## config.mk

```make
export PLATFORM = sky130hd
export DESIGN_NAME = d_pipe_reg
export DESIGN_NICKNAME = d
export VERILOG_FILES = /design/src/rtl/d_pipe_pkg.sv /design/src/rtl/d_pipe_stage.sv /design/src/rtl/d_pipe_reg.sv
export SDC_FILE = /design/constraint.sdc
export NUM_CORES = 1
export LEC_CHECK = 0
export ABC_AREA = 1
export BUFFER_PORTS_ARGS = -buffer_cell sky130_fd_sc_hd__buf_4
export CORE_ASPECT_RATIO = 1.2
export CORE_MARGIN = 4
export CORE_UTILIZATION = 53
export DETAILED_ROUTE_END_ITERATION = 8
export PLACE_DENSITY_LB_ADDON = 0.15
export SLEW_MARGIN = 20
export SYNTH_ARGS = -nofsm -noshare
export SYNTH_HDL_FRONTEND = slang
export SYNTH_SLANG_ARGS = --single-unit
```

## constraint.sdc

```tcl
create_clock -name clk -period 1.5 [get_ports clk]
set_input_delay 0.15 -clock clk [delete_from_list [all_inputs] [get_ports clk]]
set_output_delay 0.15 -clock clk [all_outputs]
set_load 0.02 [all_outputs]
```

## src/rtl/d_pipe_pkg.sv

```systemverilog
// Shared types and helpers for the d_pipe_reg delay line.
// The stage record {data, valid} depends on WIDTH, so it is provided as a
// typedef macro that each module expands with its own WIDTH.
`ifndef D_PIPE_STAGE_T
`define D_PIPE_STAGE_T(W) struct packed { logic [(W)-1:0] data; logic valid; }
`endif

package d_pipe_pkg;

  // Valid flag value held by a stage after reset or flush.
  localparam logic STAGE_RST_VALID = 1'b0;

  // Width of a counter able to hold 0..depth inclusive.
  function automatic int clog2_depth(input int depth);
    return (depth < 1) ? 1 : $clog2(depth + 1);
  endfunction

endpackage

```

## src/rtl/d_pipe_stage.sv

```systemverilog
// One {data, valid} register of the delay line.
// Latency: 1 enabled edge. Backpressure: en=0 holds the stage, flush clears it.
// Reset and flush both load RESET_VAL with the valid flag cleared.
module d_pipe_stage
  import d_pipe_pkg::*;
#(
  parameter int unsigned      WIDTH     = 8,
  parameter logic [WIDTH-1:0] RESET_VAL = '0
) (
  input  logic             clk,
  input  logic             rst_n,
  input  logic             en,
  input  logic             flush,
  input  logic [WIDTH-1:0] i_data,
  input  logic             i_valid,
  output logic [WIDTH-1:0] o_data,
  output logic             o_valid
);

  typedef `D_PIPE_STAGE_T(WIDTH) stage_t;

  stage_t r_stage;

  // Stage register: flush beats enable, otherwise hold.
  always_ff @(posedge clk or negedge rst_n) begin
    if (!rst_n) begin
      r_stage.data  <= RESET_VAL;
      r_stage.valid <= STAGE_RST_VALID;
    end else if (flush) begin
      r_stage.data  <= RESET_VAL;
      r_stage.valid <= STAGE_RST_VALID;
    end else if (en) begin
      r_stage.data  <= i_data;
      r_stage.valid <= i_valid;
    end
  end

  assign o_data  = r_stage.data;
  assign o_valid = r_stage.valid;

endmodule

```

## src/rtl/d_pipe_reg.sv

```systemverilog
// WIDTH-bit, DEPTH-stage registered delay line with per-stage valid flags.
// Latency: DEPTH enabled edges from din to q. Backpressure: en=0 stalls the
// whole pipe without loss; flush clears every stage and drops that cycle's din.
module d_pipe_reg
  import d_pipe_pkg::*;
#(
  parameter int unsigned      WIDTH     = 8,
  parameter int unsigned      DEPTH     = 3,
  parameter logic [WIDTH-1:0] RESET_VAL = '0
) (
  input  logic                          clk,
  input  logic                          rst_n,
  input  logic                          en,
  input  logic                          flush,
  input  logic [WIDTH-1:0]              din,
  input  logic                          din_valid,
  output logic [WIDTH-1:0]              q,
  output logic [WIDTH-1:0]              q_bar,
  output logic                          q_valid,
  output logic [clog2_depth(DEPTH)-1:0] occupancy
);

  localparam int CW = clog2_depth(DEPTH);

  typedef `D_PIPE_STAGE_T(WIDTH) stage_t;

  stage_t           w_stage_in  [DEPTH];
  stage_t           w_stage_out [DEPTH];
  logic [DEPTH-1:0] w_valid_vec;
  logic [WIDTH-1:0] r_q_bar;
  logic [CW-1:0]    r_occ;

  generate
    for (genvar gi = 0; gi < DEPTH; gi++) begin : g_stage
      if (gi == 0) begin : g_head
        assign w_stage_in[gi] = {din, din_valid};
      end else begin : g_link
        assign w_stage_in[gi] = w_stage_out[gi-1];
      end

      d_pipe_stage #(
        .WIDTH     (WIDTH),
        .RESET_VAL (RESET_VAL)
      ) u_stage (
        .clk     (clk),
        .rst_n   (rst_n),
        .en      (en),
        .flush   (flush),
        .i_data  (w_stage_in[gi].data),
        .i_valid (w_stage_in[gi].valid),
        .o_data  (w_stage_out[gi].data),
        .o_valid (w_stage_out[gi].valid)
      );

      assign w_valid_vec[gi] = w_stage_out[gi].valid;
    end
  endgenerate

  // Complement register loads ~(next q) on the same edge as the last stage,
  // so q_bar never lags q; the next q is whatever feeds the last stage.
  always_ff @(posedge clk or negedge rst_n) begin
    if (!rst_n) begin
      r_q_bar <= ~RESET_VAL;
    end else if (flush) begin
      r_q_bar <= ~RESET_VAL;
    end else if (en) begin
      r_q_bar <= ~w_stage_in[DEPTH-1].data;
    end
  end

  // Occupancy: one in when din_valid, one out when the last stage was valid.
  // The true result is always 0..DEPTH, so CW-bit wraparound arithmetic is exact.
  always_ff @(posedge clk or negedge rst_n) begin
    if (!rst_n) begin
      r_occ <= '0;
    end else if (flush) begin
      r_occ <= '0;
    end else if (en) begin
      r_occ <= r_occ + CW'(din_valid) - CW'(w_stage_out[DEPTH-1].valid);
    end
  end

  assign q         = w_stage_out[DEPTH-1].data;
  assign q_valid   = w_stage_out[DEPTH-1].valid;
  assign q_bar     = r_q_bar;
  assign occupancy = r_occ;

  a_occ_range : assert property (@(posedge clk) disable iff (!rst_n)
    int'(r_occ) <= int'(DEPTH));

  a_occ_popcount : assert property (@(posedge clk) disable iff (!rst_n)
    int'(r_occ) == $countones(w_valid_vec));

  a_q_bar : assert property (@(posedge clk) disable iff (!rst_n)
    r_q_bar == ~q);

endmodule
```

==> metrics.md <==
| Metric | Value |
|---|---|
| Clock Sinks | 37 |
| Avg WL per Cell | 13.60 um |
| CTS root buffer | clkbuf_4 |
| Max Freq | 771.3 MHz |
| Diode count | 0 |
| Max Slew Vio Count | 0 |
| # rows | 21 |
| Area Overhead vs Synth | 20.52% |
| Reg clk slew, reported paths | 0.11 ns |
| P per Cell Area | 1079 nW/um2 |
| TNS Setup | 0 ns |
| Most frequent cells in the layout | buf_4 (31), dfrtp_1 (29), nand2_1 (23) |
| Post-Syn Instances | 145 |
| Slew @ Worst Pin | 0.4481 ns |
| Final setup vio count | 0 |
| Final wirelength | 2910 um |
| Max_cap viols | 0 |
| Share of cells above drive strength 1 | 0.3500 |
| Post_cts resized | 0 |
| VDD IR max | 0.0009670 V |
| Via count | 1112 |
| Synthesized net count | 160 |
| Synth Area per Inst | 10.73 um2 |
| Yosys cell types | 19 |
| # DRC | 0 |
| Initial drt markers | 29 |
| Sequential-to-total area share from yosys stat | 0.6018 |
| Crit-path max FO | 3 |
| Initial antenna violation count | 0 |
| Fin crit period | 1.297 ns |
| Worst-case clock buffer depth | 2 |
| Worst skew pair latency | 0.34 ns |
| Setup Crit Path Kind | flip-flop to flip-flop |
| # Post-CTS Setup Buffers | 0 |
| Core area | 2811 um2 |
| Critical Path AT | 1.51 ns |
| I/O Pins | 32 |
| Unrepaired setup endpoints after global routing | false |
| Hold buffers post-CTS | 2 |
| Port bufs | 31 |
| Die area | 3869 um2 |
| Die H | 67.34 um |
| Crit path required time | 1.71 ns |
| Critical Path End Type | flip-flop |
| TritonRoute pass-1 iters | 4 |
| Final-report hold violation count | 0 |
| Crit path launch type | flip-flop |
| Largest net degree at the start of global routing | 38 |
| HP Class | input port to flip-flop |
| Total CTS buffers | 5 |
| Syn Std Cell Area | 1555 um2 |
| Detailed Place HPWL | 1988 um |
| Period utilization | 0.8644 |
| Starting Density | 0.5532 |
| Final net count | 194 |
| Yosys reg bits | 37 |
| Relative max-transition margin | 0.7012 |
| Total power | 2.022 mW |
| CTS tree | yes |
| Yosys warnings | 0 |
| Static leakage | 0.8814 nW |
| H-Tree Level Count | 2 |
| Clock Skews | 0.008774 ns |
| RD Place Congestion | 0.7660 |
| Die width | 57.45 um |
| GRT Util Overall | 0.1779 |
| Grt ovf | 0 |
| First-pass GRT wire length | 5181 um |
| Final antenna-violating net count | 0 |
| R2R setup slack | 0.20 ns |
| Status | finished clean |
| Most common cell after layout, fill and taps aside | buf_4 |
| Vias in the first global route | 1201 |
| Via density per instance | 5.196 |
[Yosys cell counts]
| master | n | area (um2) |
|---|---|---|
| dfrtp_1 | 29 | 725.7 |
| nand2_1 | 23 | 86.33 |
| inv_1 | 22 | 82.58 |
| o21ai_0 | 14 | 70.07 |
| dfstp_2 | 8 | 210.2 |
| nand3_1 | 8 | 40.04 |
| o22ai_2 | 8 | 100.1 |
| a21oi_1 | 6 | 30.03 |
| nor2_1 | 6 | 22.52 |
| buf_6 | 5 | 56.30 |
| o21a_1 | 4 | 30.03 |
| a21oi_2 | 2 | 17.52 |
| ha_1 | 2 | 25.02 |
| inv_2 | 2 | 7.510 |
| o21ai_2 | 2 | 17.52 |
| buf_2 | 1 | 5.000 |
| inv_4 | 1 | 6.260 |
| nand2_4 | 1 | 11.26 |
| nor2_4 | 1 | 11.26 |
[final timing paths]
kind                                                               start                                        to  cells past startpoint
worst max register to register    g_stage[2].u_stage.o_valid$_DFFE_PN0P_                  occupancy[0]$_DFFE_PN0P_                      5
worst min-delay path                                              din[5]  g_stage[0].u_stage.o_data[5]$_DFFE_PN0P_                      3
worst max-delay path              g_stage[2].u_stage.o_valid$_DFFE_PN0P_                  occupancy[0]$_DFFE_PN0P_                      5
max in group asynchronous                                          rst_n                      q_bar[2]$_DFFE_PN1P_                      2
min in group asynchronous                                          rst_n  g_stage[1].u_stage.o_data[5]$_DFFE_PN0P_                      2
worst min register to register  g_stage[1].u_stage.o_data[0]$_DFFE_PN0P_                      q_bar[0]$_DFFE_PN1P_                      1
[layout make-up]
cell class | count | area, um2
timing repair buffer | 33 | 252.7
clock inverter | 1 | 30.03
multi-input combinational | 77 | 461.7
tap | 34 | 42.54
sequential | 37 | 935.9
clock buffer | 7 | 55.05
inverter | 25 | 96.34
fill | 212 | 937.1
[cell families (layout without fill, tap and decap cells)]
logic type	count (synthesis)	count (layout)	share of synthesized area
buffers and inverters	31	66	0.1014
adders and majority gates	2	2	0.01609
AOI/OAI and AO/OA	36	36	0.1706
DFF	37	37	0.6018
and+or+nand+nor	39	39	0.1102
[where the power goes]
| part | switching, mW | internal, mW |
|---|---|---|
| clock | 0.317 | 0.398 |
| combinational | 0.149 | 0.0915 |
| sequential | 0.0211 | 1.05 |
| total | 0.487 | 1.54 |
[flip-flops by register name, indices dropped and copies added (netlist names)]
register	flops
g_stage.u_stage.o_data	24
q_bar	8
g_stage.u_stage.o_valid	3
occupancy	2
[routing by layer]
metal / GRT usage / up-vias / part of all wire
li1: - / 530 / -
met1: 0.1938 / 542 / 0.42
met2: 0.3192 / 33 / 0.51
met3: 0.06119 / 7 / 0.060
met4: 0.06377 / 0 / 0.018
met5: 0 / - / 0
[critical path, stage by stage, from the launching register on]
cell and delay [ns]:
dfrtp_1 0.42, ha_1 0.29, inv_1 0.04, ha_1 0.26, nand2_1 0.07, o21ai_0 0.09
[per-stage QoR]
| step | area (um2) | setup slack, ns | hold WS, ns | std cells | utilization |
|---|---|---|---|---|---|
| 2_1_floorplan | 1555 | 0.2066 | -0.1456 | 145 | - |
| 3_3_place_gp | 1769 | 0.2582 | 0.1288 | 204 | 0.6293 |
| 3_5_place_dp | 1769 | 0.1655 | 0.1346 | 204 | 0.6293 |
| 4_1_cts | 1874 | 0.2054 | 0.007687 | 214 | 0.6667 |
| 5_1_grt | 1874 | 0.1221 | 0.01369 | 214 | 0.6667 |
| 6_report | 1874 | 0.2034 | 0.01453 | 214 | 0.6667 |
No activity file was read; power rests on OpenSTA's default activity.
